**src/rtl/knn_vote_stage.sv**
```systemverilog
// k-nearest-neighbour vote stage: keeps the K_CONST closest {distance,label} candidates of a
// frame, votes on their labels and emits one predicted-label word per frame.
module knn_vote_stage #(
    parameter int unsigned K_CONST    = 3,
    parameter int unsigned NUM_CAND   = 30,
    parameter int unsigned DIST_BITS  = 8,
    parameter int unsigned LABEL_BITS = 4,
    parameter int unsigned NUM_LABELS = 10
) (
    input  logic        clk,
    input  logic        reset,
    input  logic        ap_start,
    output logic        ap_done,
    output logic        ap_idle,
    output logic        ap_ready,
    input  logic [31:0] Input_1_V_TDATA,
    input  logic        Input_1_V_TVALID,
    output logic        Input_1_V_TREADY,
    output logic [31:0] Output_1_V_TDATA,
    output logic        Output_1_V_TVALID,
    input  logic        Output_1_V_TREADY
);

    localparam int unsigned CntW  = $clog2(NUM_CAND + 1);
    localparam int unsigned VoteW = $clog2(K_CONST + 1);

    typedef enum logic [1:0] {StCollect, StVote1, StVote2, StSend} state_e;

    state_e                 state_q, state_d;
    logic [CntW-1:0]        cnt_q, cnt_d;
    logic                   in_ready_q, in_ready_d;
    logic                   out_valid_q, out_valid_d;
    logic [LABEL_BITS-1:0]  out_data_q, out_data_d;
    logic                   done_q, done_d;
    logic [DIST_BITS-1:0]   dist_q [K_CONST];
    logic [DIST_BITS-1:0]   dist_d [K_CONST];
    logic [LABEL_BITS-1:0]  label_q [K_CONST];
    logic [LABEL_BITS-1:0]  label_d [K_CONST];
    logic [DIST_BITS-1:0]   ins_dist [K_CONST];
    logic [LABEL_BITS-1:0]  ins_label [K_CONST];
    logic [VoteW-1:0]       vote_q [NUM_LABELS];
    logic [VoteW-1:0]       vote_d [NUM_LABELS];
    logic [K_CONST-1:0]     gt;
    logic [DIST_BITS-1:0]   in_dist;
    logic [LABEL_BITS-1:0]  in_label;
    logic [LABEL_BITS-1:0]  best_label;
    logic [VoteW-1:0]       best_cnt;
    logic                   accept;
    logic                   unused_tdata;

    assign in_dist      = Input_1_V_TDATA[DIST_BITS-1:0];
    assign in_label     = Input_1_V_TDATA[DIST_BITS +: LABEL_BITS];
    assign unused_tdata = ^Input_1_V_TDATA[31:DIST_BITS+LABEL_BITS];
    assign accept       = (state_q == StCollect) && in_ready_q && Input_1_V_TVALID;

    // Sorted insert: gt is monotone over a sorted list, so the new word lands at the first set bit.
    always_comb begin
        for (int unsigned k = 0; k < K_CONST; k++) begin
            gt[k]        = dist_q[k] > in_dist;
            ins_dist[k]  = dist_q[k];
            ins_label[k] = label_q[k];
            if (gt[k]) begin
                if (k == 0 || !gt[k-1]) begin
                    ins_dist[k]  = in_dist;
                    ins_label[k] = in_label;
                end else begin
                    ins_dist[k]  = dist_q[k-1];
                    ins_label[k] = label_q[k-1];
                end
            end
        end
    end

    always_comb begin
        for (int unsigned l = 0; l < NUM_LABELS; l++) begin
            vote_d[l] = '0;
            for (int unsigned k = 0; k < K_CONST; k++) begin
                if (32'(label_q[k]) == l) begin
                    vote_d[l] = vote_d[l] + VoteW'(1);
                end
            end
        end
    end

    // Strict '>' keeps the lowest label on ties and yields label 0 when nothing voted.
    always_comb begin
        best_label = '0;
        best_cnt   = '0;
        for (int unsigned l = 0; l < NUM_LABELS; l++) begin
            if (vote_q[l] > best_cnt) begin
                best_cnt   = vote_q[l];
                best_label = LABEL_BITS'(l);
            end
        end
    end

    always_comb begin
        state_d     = state_q;
        cnt_d       = cnt_q;
        in_ready_d  = in_ready_q;
        out_valid_d = out_valid_q;
        out_data_d  = out_data_q;
        done_d      = 1'b0;
        dist_d      = dist_q;
        label_d     = label_q;
        unique case (state_q)
            StCollect: begin
                if (accept) begin
                    dist_d  = ins_dist;
                    label_d = ins_label;
                    if (cnt_q == CntW'(NUM_CAND - 1)) begin
                        cnt_d      = '0;
                        in_ready_d = 1'b0;
                        state_d    = StVote1;
                    end else begin
                        cnt_d      = cnt_q + CntW'(1);
                        in_ready_d = 1'b1;
                    end
                end else begin
                    in_ready_d = (cnt_q != '0) || ap_start;
                end
            end
            StVote1: begin
                state_d = StVote2;
            end
            StVote2: begin
                out_data_d  = best_label;
                out_valid_d = 1'b1;
                state_d     = StSend;
            end
            StSend: begin
                if (Output_1_V_TREADY) begin
                    out_valid_d = 1'b0;
                    done_d      = 1'b1;
                    in_ready_d  = ap_start;
                    state_d     = StCollect;
                    for (int unsigned k = 0; k < K_CONST; k++) begin
                        dist_d[k]  = '1;
                        label_d[k] = '1;
                    end
                end
            end
            default: state_d = StCollect;
        endcase
    end

    always_ff @(posedge clk) begin
        if (reset) begin
            state_q     <= StCollect;
            cnt_q       <= '0;
            in_ready_q  <= 1'b0;
            out_valid_q <= 1'b0;
            out_data_q  <= '0;
            done_q      <= 1'b0;
            for (int unsigned k = 0; k < K_CONST; k++) begin
                dist_q[k]  <= '1;
                label_q[k] <= '1;
            end
            for (int unsigned l = 0; l < NUM_LABELS; l++) begin
                vote_q[l] <= '0;
            end
        end else begin
            state_q     <= state_d;
            cnt_q       <= cnt_d;
            in_ready_q  <= in_ready_d;
            out_valid_q <= out_valid_d;
            out_data_q  <= out_data_d;
            done_q      <= done_d;
            dist_q      <= dist_d;
            label_q     <= label_d;
            if (state_q == StVote1) begin
                vote_q <= vote_d;
            end
        end
    end

    assign Input_1_V_TREADY  = in_ready_q;
    assign Output_1_V_TVALID = out_valid_q;
    assign Output_1_V_TDATA  = {{(32 - LABEL_BITS){1'b0}}, out_data_q};
    assign ap_done           = done_q;
    assign ap_ready          = done_q;
    assign ap_idle           = (state_q == StCollect) && (cnt_q == '0);

endmodule

```
**config.mk**
```make
export PLATFORM = sky130hd
export DESIGN_NAME = knn_vote_stage
export DESIGN_NICKNAME = d
export VERILOG_FILES = /design/src/rtl/knn_vote_stage.sv
export SDC_FILE = /design/constraint.sdc
export NUM_CORES = 1
export LEC_CHECK = 0
export CAP_MARGIN = 15
export CORE_UTILIZATION = 40
export DETAILED_ROUTE_END_ITERATION = 10
export HOLD_SLACK_MARGIN = 0.15
export PLACE_DENSITY_LB_ADDON = 0.08
export SLEW_MARGIN = 0
export SYNTH_ARGS = -nofsm -noshare
export SYNTH_HDL_FRONTEND = slang
export SYNTH_SLANG_ARGS = --single-unit
```
**constraint.sdc**
```tcl
create_clock -name clk -period 16.6 [get_ports clk]
set_input_delay 1.66 -clock clk [delete_from_list [all_inputs] [get_ports clk]]
set_output_delay 1.66 -clock clk [all_outputs]
set_load 0.05 [all_outputs]
```
# Word-level counts from Yosys, hierarchy flattened
# Index checks and enable logic that the tools add are counted.
# totals
out_inout_bits	37
regBits	70
in_bits	37
word_cells	190
# op_classes
n_reduce_logical	20
addsub	21
muxes	76
n_lt_le_gt_ge	13
bitwise	1
n_eq_ne	37
# op_table
op	n
two-way mux 2 bit	32
two-way mux 4 bit	13
equality test 4 x 3 -> 1 bit, second input constant	12
two-way mux 24 bit	2
case mux 24 bit (2 select lines)	1
adder 2 x 1 -> 2 bit, second input constant	20
two-way mux 8 bit	5
equality test 4 x 2 -> 1 bit, second input constant	6
equality test 4 bit, second input constant	6
> comparator 8 bit	3
two-way mux 12 bit	2
case mux 12 bit (2 select lines)	1
> comparator 2 bit	9
two-way mux 1 bit	16
equality test 4 x 1 -> 1 bit, second input constant	3
zero test 4 bit	3
!= test 2 bit, second input constant	6
AND reduction 4 bit	3
case mux 2 bit (4 select lines)	1
AND reduction 2 bit	3
adder 5 x 1 -> 5 bit, second input constant	1
equality test 5 bit, second input constant	1
zero test 5 bit	1
two-way mux 5 bit	1
other kinds (12)	17

# Logic depth before layout (Yosys ltp)
# logic_depth
word_depth	20
depth_mapped	44
mapped_depth_nobuf	44

# Worst setup path after synthesis
# No wires, ideal clock.
# synth_path
kind	flip-flop to flip-flop
from	register vote_q[17] (netlist bit)
to	register out_data_q[2]
setup_ns	0.132
path_buffers	0
synth_period_minus_slack_ns	7.399
arrival_ns	7.267
path_slack_ns	9.201
path_stages_with_launch	44
t_required_ns	16.468
path_cell_list	dfxtp_1 -> inv_1 -> ha_1 -> o21ba_2 -> nor3_1 -> nor2_1 -> ha_1 -> inv_1 -> o22a_1 -> o31ai_1 -> ha_1 -> nand2b_1 -> nand2_1 -> o311ai_2 -> nand2_1 -> inv_1 -> ha_1 -> nand2b_1 -> [8 not listed] -> o22ai_1 -> o21ai_0 -> o22ai_1 -> nand2_1 -> ha_1 -> inv_1 -> o22ai_1 -> a31oi_1 -> ha_1 -> inv_1 -> o22ai_1 -> mux2_2 -> ha_1 -> nand2_1 -> o21ai_0 -> and3_1 -> o21ai_0 -> a21oi_1
# synth_via
elab_chain_cells	18
word_cells_on_any_way	24
classes_between	order compare (9); mux (15)
# synth_rtl
item	line	rtl
start: declaration	41	logic [VoteW-1:0] vote_q [NUM_LABELS];
start signal: assignment	172	vote_q <= vote_d;
> comparator 2 bit	90	if (vote_q[l] > best_cnt) begin
two-way mux 2 bit (*)	90	
> comparator 2 bit	90	
two-way mux 2 bit (*)	90	
> comparator 2 bit	90	
two-way mux 2 bit	90	
> comparator 2 bit	90	
two-way mux 2 bit	90	
[2 not listed]	n/a	
> comparator 2 bit	90	
two-way mux 2 bit	90	
> comparator 2 bit	90	
two-way mux 2 bit	90	
> comparator 2 bit	90	
two-way mux 2 bit	90	
> comparator 2 bit	90	
two-way mux 4 bit (*)	90	
end signal: assignment	167	out_data_q <= out_data_d;
end: declaration	33	logic [LABEL_BITS-1:0] out_data_q, out_data_d;
# Mark *: on every way between the ends. The rest lies on a longest branch, timed or not.
# A chain may end at the register's enable or synchronous reset.

# Worst setup path after layout
# Same ends and word-level chain as after synthesis.

==> out/metrics.yaml <==
cts_tree: "yes"
avgSynthCellArea_um2: 8.448
finalHoldWorstSlack_ns: 0.4717
die-area_mm2: 0.01381
yosysWarnings: 0
maxSlewHeadroom: 0.2676
cp.arrival_ns: 8.58
syn_inst: 632
setup_violations: 0
coreArea_mm2: 0.01282
clock_sinks: 70
yosysUniqueCellTypes: 62
nNetsFinal: 757
cts_setup_buffers: 0
cp_common_cell: "ha_1"
hpwl_um: 8465
first_pass_iters: 4
leakagePower_uw: 0.002544
cts-root-buf: "clkbuf_16"
powerDensity_mw_per_mm2: 73.46
maxCapViolations: 0
synth_area_mm2: 0.005339
status: "completed"
slowest_delay_ns: 0.38
cp-end-kind: "register"
synth_edf_count: 0
antenna_found_initial: 0
setup_tns_ns: 0
final_cell_mix: "nor2_1 (79), ha_1 (77), dfxtp_1 (70)"
rows: 41
critical_path.top_delay_family: "compound AO/OA/AOI/OAI gates"
clkLatencyLatePin_ns: 0.34
critPathBufInv: 7
cts_buffer_depth: 2
ys_seq_area_frac: 0.2625
grt_usage: 0.1752
drt_wl_total_um: 11400
io-pin-count: 74
routedWlPerCell_um: 13.93
ctsHtreeMaxLevel: 3
drc: 0
postCtsHoldBufs: 0
drtAntennaViolNets: 0
worstSetupPathType: "register to register"
finalClockSkew_ns: 0.006837
crit_path_top_delay_cell: "mux2_2"
cp_max_fo: 5
place_congestion: 0.8054
vdd_drop_max_mv: 0.03227
portBuffers: 25
viasPerCell: 5.017
startpoint_type: "register"
num_vias: 4104
finalMaxSlewViolations: 0
hold_viol: 0
die_h_um: 117.5
grt-ovfl-total: 0
synth-main-ff-cell: "dfxtp_1"
synthArstFlopShare: 0
worst_slew_pin_slew_ns: 1.099
fin_crit_sh: 0.5060
numCtsBuffers: 9
hold_class: "register to register"
grt_pass1_vias: 3884
rsz0062_at_grt: "false"
final_common_cell: "nor2_1"
fin_crit_ns: 8.400
area_growth_pct: 9.655
fmax_mhz: 119.0
diodes: 0
die_x_um: 117.5
grt_max_degree: 74
drt_iter0_drc: 206
clk_pin_slew_ns: 0.05
drive_above_1_share: 0.06656
grt_pass1_wl_um: 19330
ys_ff_latch: 70
cts_resized: 0
critPathRequiredTime_ns: 16.78
start_util: 0.4163
-- per-stage QoR --
stage	instance area [µm²]	utilization	power, µW	setup slack [ns]	cells
finish	5854	0.4565	430.0	8.200	818
global route	5854	0.4565	452.1	7.433	818
CTS	5854	0.4565	438.6	8.157	818
detailed placement	5564	0.4339	242.0	8.186	804
global placement	5564	0.4339	241.5	8.413	804
floorplan	5440	-	234.3	9.201	659
-- Yosys cell counts, types with 3 or more instances --
library cell   n  area share
a2bb2oi_2     10       0.028
nor2b_1       14       0.016
inv_1         69       0.049
nor3_1        19       0.018
xor2_1         3      0.0049
a211oi_1      14       0.020
o22ai_1        5      0.0059
clkbuf_1      18       0.013
or3_1          5      0.0059
and3_1         3      0.0035
xnor2_1        4      0.0066
nor2_1        79       0.056
a311oi_1       6      0.0098
mux2i_1       40       0.075
a31oi_1        3      0.0035
a21oi_1       18       0.017
nand3_1       14       0.013
nand2b_1      10       0.012
o21ai_0       15       0.014
ha_1          77        0.18
buf_4         31       0.044
a22oi_1       14       0.020
nand2_1       27       0.019
dfxtp_1       70        0.26
a21o_1         8       0.011
nand4_1        4      0.0047
buf_6          3      0.0063
-- cells by family (layout without fill, tap and decap cells) --
| group | count (synthesis) | in the layout | synth area share |
|---|---|---|---|
| buffers and inverters | 124 | 111 | 0.1158 |
| AO/OA/AOI/OAI | 121 | 121 | 0.1765 |
| flip-flops | 70 | 70 | 0.2625 |
| AND/OR/NAND/NOR | 190 | 190 | 0.1734 |
| adder cells (fa/ha/maj) | 77 | 77 | 0.1805 |
| other | 1 | 28 | 0.0007024 |
| XOR/XNOR | 7 | 7 | 0.01148 |
| multiplexers | 42 | 42 | 0.07921 |
-- cell type report --
type                    instances  area [µm²]
flip-flops and latches         70        1401
clock inverters                 1       30.03
repair buffers                 28       267.8
inverters                      69       259.0
fillers                      1281        6970
multi-input cells             465        3421
clock buffers                  13       260.3
well taps                     172       215.2
-- power breakdown --
part	leakage [µW]	switching, µW	internal, µW	total (µW)
Clock	0.000142	68.8	123	192
Combinational	0.00184	41.5	22.2	63.7
Sequential	0.000567	3.56	171	175
-- worst min-delay path, stage by stage, from the launching register on --
cell,delay (ns)
dfxtp_1,0.31
nand2b_1,0.07
a21oi_1,0.05
-- flip-flops by register name (all words and copies together), names as in the netlist --
register,count
state_q,2
dist_q,24
vote_q,20
Output_1_V_TVALID,1
ap_done,1
Input_1_V_TREADY,1
label_q,12
cnt_q,5
out_data_q,4
-- final timing paths --
| path | startpoint | to | slack, ns | depth (start not counted) |
|---|---|---|---|---|
| worst max-delay path | vote_q[17] | out_data_q[2] | 8.20 | 43 |
| worst min-delay path | out_data_q[2] | out_data_q[2] | 0.47 | 2 |
| worst max register to register | vote_q[17] | out_data_q[2] | 8.20 | 43 |
| worst min register to register | out_data_q[2] | out_data_q[2] | 0.47 | 2 |
-- routing by layer --
metal | up-vias | part of all wire | global-route usage
li1 | 2159 | - | -
met5 | - | 0 | 0
met1 | 1868 | 0.53 | 0.2474
met3 | 12 | 0.024 | 0.02665
met2 | 65 | 0.43 | 0.2592
met4 | 0 | 0.019 | 0.08494
No activity file was read; power rests on OpenSTA's default activity.
